`src/rtl/fifo_pkg.sv`:
```
// Shared FIFO defaults and Gray-code helpers, used by both read- and write-side pointer blocks.
package fifo_pkg;

  localparam int unsigned DATASIZE_DEF = 8;
  localparam int unsigned ADDRSIZE_DEF = 4;

  // Output register occupancy: dout empty or holding an unconsumed word
  typedef enum logic {
    OUT_EMPTY = 1'b0,
    OUT_VALID = 1'b1
  } out_state_e;

  // Helpers work on a zero-extended 32-bit word; callers narrow the result with a width cast
  function automatic logic [31:0] bin2gray(input logic [31:0] b);
    return b ^ (b >> 1);
  endfunction

  function automatic logic [31:0] gray2bin(input logic [31:0] g);
    logic [31:0] b;
    b = g;
    for (int i = 1; i < 32; i++) begin
      b = b ^ (g >> i);
    end
    return b;
  endfunction

endpackage

```
`src/rtl/fifo_rd_port_if.sv`:
```
// Read-port bundle: memory read path, pointer exchange and the consumer handshake.
interface fifo_rd_port_if
  import fifo_pkg::*;
#(
  parameter int unsigned DATASIZE = DATASIZE_DEF,
  parameter int unsigned ADDRSIZE = ADDRSIZE_DEF
) ();

  logic [ADDRSIZE:0]   rq2_wptr;
  logic [DATASIZE-1:0] rdata;
  logic [ADDRSIZE-1:0] raddr;
  logic [ADDRSIZE:0]   rptr;
  logic                rempty;
  logic [ADDRSIZE:0]   rlevel;
  logic [DATASIZE-1:0] dout;
  logic                dout_valid;
  logic                dout_ready;

  // Read-port block side
  modport master (
    input  rq2_wptr, rdata, dout_ready,
    output raddr, rptr, rempty, rlevel, dout, dout_valid
  );

  // Memory / write-side / consumer side
  modport slave (
    output rq2_wptr, rdata, dout_ready,
    input  raddr, rptr, rempty, rlevel, dout, dout_valid
  );

endinterface

```
`src/rtl/fifo_rd_outreg.sv`:
```
// Output register stage: decides when a memory word is popped and holds it until consumed.
module fifo_rd_outreg
  import fifo_pkg::*;
#(
  parameter int unsigned DATASIZE = DATASIZE_DEF
) (
  input  logic                clk,
  input  logic                rst,
  input  logic                rempty,
  input  logic [DATASIZE-1:0] rdata,
  input  logic                dout_ready,
  output logic                pop_c,
  output logic [DATASIZE-1:0] dout,
  output logic                dout_valid
);

  out_state_e          state_q, state_d;
  logic [DATASIZE-1:0] dout_q, dout_d;

  // State and data register; reset discards any held word
  always_ff @(posedge clk) begin
    if (rst) begin
      state_q <= OUT_EMPTY;
      dout_q  <= '0;
    end else begin
      state_q <= state_d;
      dout_q  <= dout_d;
    end
  end

  // Pop whenever a word is available and the register is free or being drained
  always_comb begin
    state_d = state_q;
    dout_d  = dout_q;
    pop_c   = 1'b0;
    case (state_q)
      OUT_EMPTY: begin
        if (!rempty) begin
          pop_c   = 1'b1;
          dout_d  = rdata;
          state_d = OUT_VALID;
        end
      end
      OUT_VALID: begin
        if (dout_ready) begin
          if (!rempty) begin
            pop_c  = 1'b1;
            dout_d = rdata;
          end else begin
            state_d = OUT_EMPTY;
          end
        end
      end
    endcase
  end

  assign dout       = dout_q;
  assign dout_valid = (state_q == OUT_VALID);

endmodule

```
`src/rtl/fifo_rd_port.sv`:
```
// Async-FIFO read port: Gray/binary read pointer, empty flag, fill level and output register.
module fifo_rd_port
  import fifo_pkg::*;
#(
  parameter int unsigned DATASIZE = DATASIZE_DEF,
  parameter int unsigned ADDRSIZE = ADDRSIZE_DEF
) (
  input  logic           rclk,
  input  logic           rrst,
  fifo_rd_port_if.master rif
);

  localparam int unsigned PTRW = ADDRSIZE + 1;

  logic [PTRW-1:0] rbin_q, rbin_d;
  logic [PTRW-1:0] rptr_q, rptr_d;
  logic [PTRW-1:0] rlevel_q, rlevel_d;
  logic [PTRW-1:0] wbin_c;
  logic            rempty_q, rempty_d;
  logic            pop_c;

  fifo_rd_outreg #(
    .DATASIZE (DATASIZE)
  ) u_outreg (
    .clk        (rclk),
    .rst        (rrst),
    .rempty     (rempty_q),
    .rdata      (rif.rdata),
    .dout_ready (rif.dout_ready),
    .pop_c      (pop_c),
    .dout       (rif.dout),
    .dout_valid (rif.dout_valid)
  );

  // Next pointer, empty flag and level all look ahead through this cycle's pop
  always_comb begin
    wbin_c   = PTRW'(gray2bin(32'(rif.rq2_wptr)));
    rbin_d   = rbin_q + PTRW'(pop_c);
    rptr_d   = PTRW'(bin2gray(32'(rbin_d)));
    rempty_d = (rptr_d == rif.rq2_wptr);
    rlevel_d = wbin_c - rbin_d;
  end

  // Pointer and flag registers
  always_ff @(posedge rclk) begin
    if (rrst) begin
      rbin_q   <= '0;
      rptr_q   <= '0;
      rempty_q <= 1'b1;
      rlevel_q <= '0;
    end else begin
      rbin_q   <= rbin_d;
      rptr_q   <= rptr_d;
      rempty_q <= rempty_d;
      rlevel_q <= rlevel_d;
    end
  end

  assign rif.raddr  = rbin_q[ADDRSIZE-1:0];
  assign rif.rptr   = rptr_q;
  assign rif.rempty = rempty_q;
  assign rif.rlevel = rlevel_q;

endmodule

```
`src/flat_wrapper.sv`:
```
// flat-port wrapper written by rule: the top's interface ports become plain ports
module fifo_rd_port_flat import fifo_pkg::*;
#(
  parameter int unsigned DATASIZE = DATASIZE_DEF,
  parameter int unsigned ADDRSIZE = ADDRSIZE_DEF
)
  (rclk, rrst, rif_rq2_wptr, rif_rdata, rif_dout_ready, rif_raddr, rif_rptr, rif_rempty, rif_rlevel, rif_dout, rif_dout_valid);
  fifo_rd_port_if #(.DATASIZE(DATASIZE), .ADDRSIZE(ADDRSIZE)) rif_i ();
  input  logic rclk;
  input  logic rrst;
  input wire logic [$bits(rif_i.rq2_wptr)-1:0] rif_rq2_wptr;
  input wire logic [$bits(rif_i.rdata)-1:0] rif_rdata;
  input wire logic [$bits(rif_i.dout_ready)-1:0] rif_dout_ready;
  output wire logic [$bits(rif_i.raddr)-1:0] rif_raddr;
  output wire logic [$bits(rif_i.rptr)-1:0] rif_rptr;
  output wire logic [$bits(rif_i.rempty)-1:0] rif_rempty;
  output wire logic [$bits(rif_i.rlevel)-1:0] rif_rlevel;
  output wire logic [$bits(rif_i.dout)-1:0] rif_dout;
  output wire logic [$bits(rif_i.dout_valid)-1:0] rif_dout_valid;
  assign rif_i.rq2_wptr = rif_rq2_wptr;
  assign rif_i.rdata = rif_rdata;
  assign rif_i.dout_ready = rif_dout_ready;
  assign rif_raddr = rif_i.raddr;
  assign rif_rptr = rif_i.rptr;
  assign rif_rempty = rif_i.rempty;
  assign rif_rlevel = rif_i.rlevel;
  assign rif_dout = rif_i.dout;
  assign rif_dout_valid = rif_i.dout_valid;
  fifo_rd_port #(.DATASIZE(DATASIZE), .ADDRSIZE(ADDRSIZE)) u_core (.rclk(rclk), .rrst(rrst), .rif(rif_i));
endmodule
```
`config.mk`:
```
export PLATFORM = sky130hd
export DESIGN_NAME = fifo_rd_port_flat
export DESIGN_NICKNAME = d
export VERILOG_FILES = /design/src/rtl/fifo_pkg.sv /design/src/rtl/fifo_rd_port_if.sv /design/src/rtl/fifo_rd_outreg.sv /design/src/rtl/fifo_rd_port.sv /design/src/flat_wrapper.sv
export SDC_FILE = /design/constraint.sdc
export NUM_CORES = 1
export LEC_CHECK = 0
export ABC_CLOCK_PERIOD_IN_PS = 3200
export CORE_MARGIN = 2
export CORE_UTILIZATION = 55
export DETAILED_ROUTE_END_ITERATION = 7
export DONT_BUFFER_PORTS = 1
export GPL_ROUTABILITY_DRIVEN = 0
export PLACE_DENSITY_LB_ADDON = 0.3
export SYNTH_ARGS = -nofsm -noshare
export SYNTH_HDL_FRONTEND = slang
export SYNTH_SLANG_ARGS = --single-unit
```
`constraint.sdc`:
```
create_clock -name rclk -period 3.2 [get_ports rclk]
set_clock_uncertainty 0.05 [all_clocks]
set_input_delay 0.32 -clock rclk [delete_from_list [all_inputs] [get_ports rclk]]
set_output_delay 0.32 -clock rclk [all_outputs]
set_load 0.05 [all_outputs]
```
==> results.py <==
metrics = {
    "outcome": {
        "status": "finished, final reports clean",
    },
    "floorplan": {
        "fp.coreArea_um2": 1962,
        "die_h_um": 49.75,
        "die_x_um": 49.75,
        "num_rows": 16,
        "start_util_pct": 58.67,
        "die_area_um2": 2475,
        "io_pins": 40,
    },
    "logic_synthesis": {
        "synth_flop_cell": "dfxtp_1",
        "yosys-top-cells-count": "dfxtp_1 (24), nor2_1 (21), mux2i_1 (10), xnor2_1 (10), xor2_1 (8)",
        "syn-cell-area_um2": 1151,
        "synthTopCellsByArea": "dfxtp_1 (42%), mux2i_1 (8.7%), xnor2_1 (7.6%)",
        "post-synth-top-area-cell": "dfxtp_1",
        "ys_warn_count": 0,
        "synth_top_area_share_pct": 41.74,
        "synth_seq_cells": 24,
        "avgSynthCellArea_um2": 10.10,
        "yosysUniqueCellTypes": 29,
        "synth.net_count": 136,
        "synth_edf_count": 0,
        "synth.most_common_cell": "dfxtp_1",
        "synth_seq_area_share_pct": 41.74,
        "synthArstFlopShare_pct": 0,
        "syn-instance-count": 114,
    },
    "drt": {
        "vias": 790,
        "viasPerCell": 5.302,
        "drc_errors": 0,
        "drt_wl_total_um": 2142,
        "ant_nets": 0,
        "drt-initial-drc-count": 9,
        "avgRoutedWirePerCell_um": 14.38,
        "dr.pass1.iters": 4,
    },
    "cts": {
        "htreeDepth": 1,
        "cts_sinks": 24,
        "path_clk_slew_ps": 130,
        "clk_latency_ps": 320,
        "cts_made_buffers": 3,
        "cts_tree": "done",
        "cts-resized-gates": 0,
        "post_cts_buffers": 0,
        "clock-root-buffer": "clkbuf_4",
        "cts.path.max_buffers": 2,
    },
    "pwr": {
        "ir_worst_vdd_v": 0.0002905,
        "power.density_nw_per_um2": 597.6,
        "power.total_w": 0.0007544,
        "p_comb_share_pct": 22.1,
        "p_leak_nw": 0.5347,
        "p_int_w": 0.0004730,
        "seqPwrFrac_pct": 56.9,
        "sw_frac_of_total_pct": 37.30,
        "clkPwrFrac_pct": 21.1,
        "p_sw_w": 0.0002814,
    },
    "grt": {
        "grt_use_total_pct": 17.35,
        "grt_pass1_vias": 747,
        "grt_pass1_wl_um": 3277,
        "grt_max_degree": 26,
        "gr-total-overflow": 0,
        "antenna_found_initial": 0,
    },
    "timing": {
        "final.setup.worst_slack_ps": 351.6,
        "slew_violations": 0,
        "period_share_pct": 89.01,
        "setup_violations": 0,
        "clock.fmax_ghz": 0.3511,
        "min_period_ps": 2848,
        "fin_tns_setup_ps": 0,
        "hold_viol": 0,
        "worstMarginPinSlew_ps": 693.0,
        "slew_headroom_pct": 53.74,
        "rsz0062_at_grt": "false",
    },
    "finish": {
        "drive_gt1_share_pct": 11.48,
        "diodes": 0,
        "multi_input_area_um2": 635.6,
        "utilization_pct": 64.35,
        "fillCellCount": 179,
        "instances_no_fill": 149,
        "fin_nets": 145,
        "seqCellArea_um2": 480.5,
        "syn2layout_area_growth_pct": 9.674,
    },
    "worst_setup_path": {
        "path_max_fanout": 6,
        "reg2reg_from": "u_core.u_outreg.dout_valid",
        "crit_required_ps": 3360,
        "cp.arrival_ps": 3010,
        "cp-start-kind": "flip-flop",
        "rrSetupSlack_ps": 350,
        "r2r_end": "u_core.rif.rlevel[4]",
        "crit_type": "reg2reg",
        "cp-end-kind": "flip-flop",
        "r2r_cells": 10,
    },
    "placement": {
        "placed_cells": 143,
        "preCtsSetupSlack_ps": 362.5,
        "dp_hpwl_um": 1496,
        "port_buffers": 0,
    },
    "worst_hold_path": {
        "holdPathEnd": "u_core.rif.rptr[3]",
        "hold_depth": 1,
        "min_from": "rrst",
        "hold_class": "in2reg",
    },
    "job": {
        "drv_cap": 0,
    },
}
==> area by class of cell <==
class / instances / share of cell area [%]
Timing Repair Buffer: 8 / 5.154
Inverter: 3 / 0.8920
Tap cell: 27 / 2.676
Multi-Input combinational cell: 83 / 50.35
Clock buffer: 4 / 2.874
Sequential cell: 24 / 38.06
==> cells in the final DEF, fill, tap and decap left out, drive strengths merged <==
| cell | count |
|---|---|
| mux2 | 2 |
| a21boi | 1 |
| nand2 | 4 |
| dlygate4sd3 | 2 |
| inv | 3 |
| nand3 | 2 |
| o211ai | 1 |
| maj3 | 1 |
| xor2 | 9 |
| ha | 5 |
| nor2b | 6 |
| dfxtp | 24 |
| fa | 1 |
| and3b | 1 |
| nand2b | 1 |
| o2bb2ai | 1 |
| clkbuf | 4 |
| o21ai | 1 |
| nor3 | 1 |
| xnor3 | 1 |
| xnor2 | 10 |
| buf | 6 |
| a21oi | 3 |
| nor2 | 21 |
| mux2i | 10 |
| a41o | 1 |
==> state kept, by name, indices dropped and copies added (netlist names) <==
register,count
u_core.u_outreg.dout,8
u_core.rif.rlevel,5
u_core.rif.rptr,5
u_core.u_outreg.dout_valid,1
u_core.rbin_q,4
u_core.rif.rempty,1
==> worst max-delay path, cell delays in order (launching register included) <==
cell and delay (ps):
dfxtp_1 330, nand2b_1 90, nor2b_1 230, ha_1 260, ha_1 300, xor2_1 280, inv_1 140, ha_1 240
maj3_1 360, a21oi_2 120, mux2_1 330
==> routing by layer <==
layer	up-vias	wire, um	GRT usage (%)	part of all wire, %
met2	26	1004	27.78	47
li1	387	-	-	-
met1	373	926	21.04	43
met4	0	28	5.556	1.3
met3	4	182	7.273	8.5
met5	-	0	0	0
==> power groups by stage <==
stage	Combinational, W	Sequential [W]	Clock (W)
2_1_floorplan	0.000117	0.000451	0
3_3_place_gp	0.000158	0.000436	0
3_5_place_dp	0.000160	0.000436	0
4_1_cts	0.000161	0.000430	0.000157
5_1_grt	0.000183	0.000432	0.000172
6_report	0.000166	0.000429	0.000159
==> through the flow <==
step	hold WS, ps	instance area, um2
after floorplan	341.6	1151
after global placement	340.7	1206
after detailed placement	340.3	1206
after CTS	7.068	1242
after global routing	-4.982	1262
final	1.905	1262
==> what timing repair did <==
| action | 4_1_cts | 5_1_grt |
|---|---|---|
| hold buffers | 0 | 2 |
| endpoints found under the hold margin | 0 | 11 |
| endpoints found under the setup margin | 0 | 0 |
==> how the worst max path moves through the flow <==
stage | startpoint | endpoint | slack (ps) | cells after the start
floorplan | u_core.u_outreg.dout_valid | u_core.rif.rlevel[4] | 120 | 11
global placement | rif_dout_ready | u_core.rif.rlevel[4] | 490 | 10
detailed placement | rif_dout_ready | u_core.rif.rlevel[4] | 360 | 10
CTS | u_core.u_outreg.dout_valid | u_core.rif.rlevel[4] | 370 | 10
global route | u_core.u_outreg.dout_valid | u_core.rif.rlevel[4] | 150 | 10
finish | u_core.u_outreg.dout_valid | u_core.rif.rlevel[4] | 350 | 10
==> logic make-up after synthesis <==
group                      count (synthesis)  synth area share [%]
xor gates and xnor gates                  20                 17.07
AOI/OAI and AO/OA                          8                 5.000
and+or+nand+nor                           36                 14.13
adders and majority gates                  7                 8.044
muxes                                     12                 10.98
DFF                                       24                 41.74
buffers and inverters                      7                 3.043
Note: power is estimated with default switching activity, not from simulation.
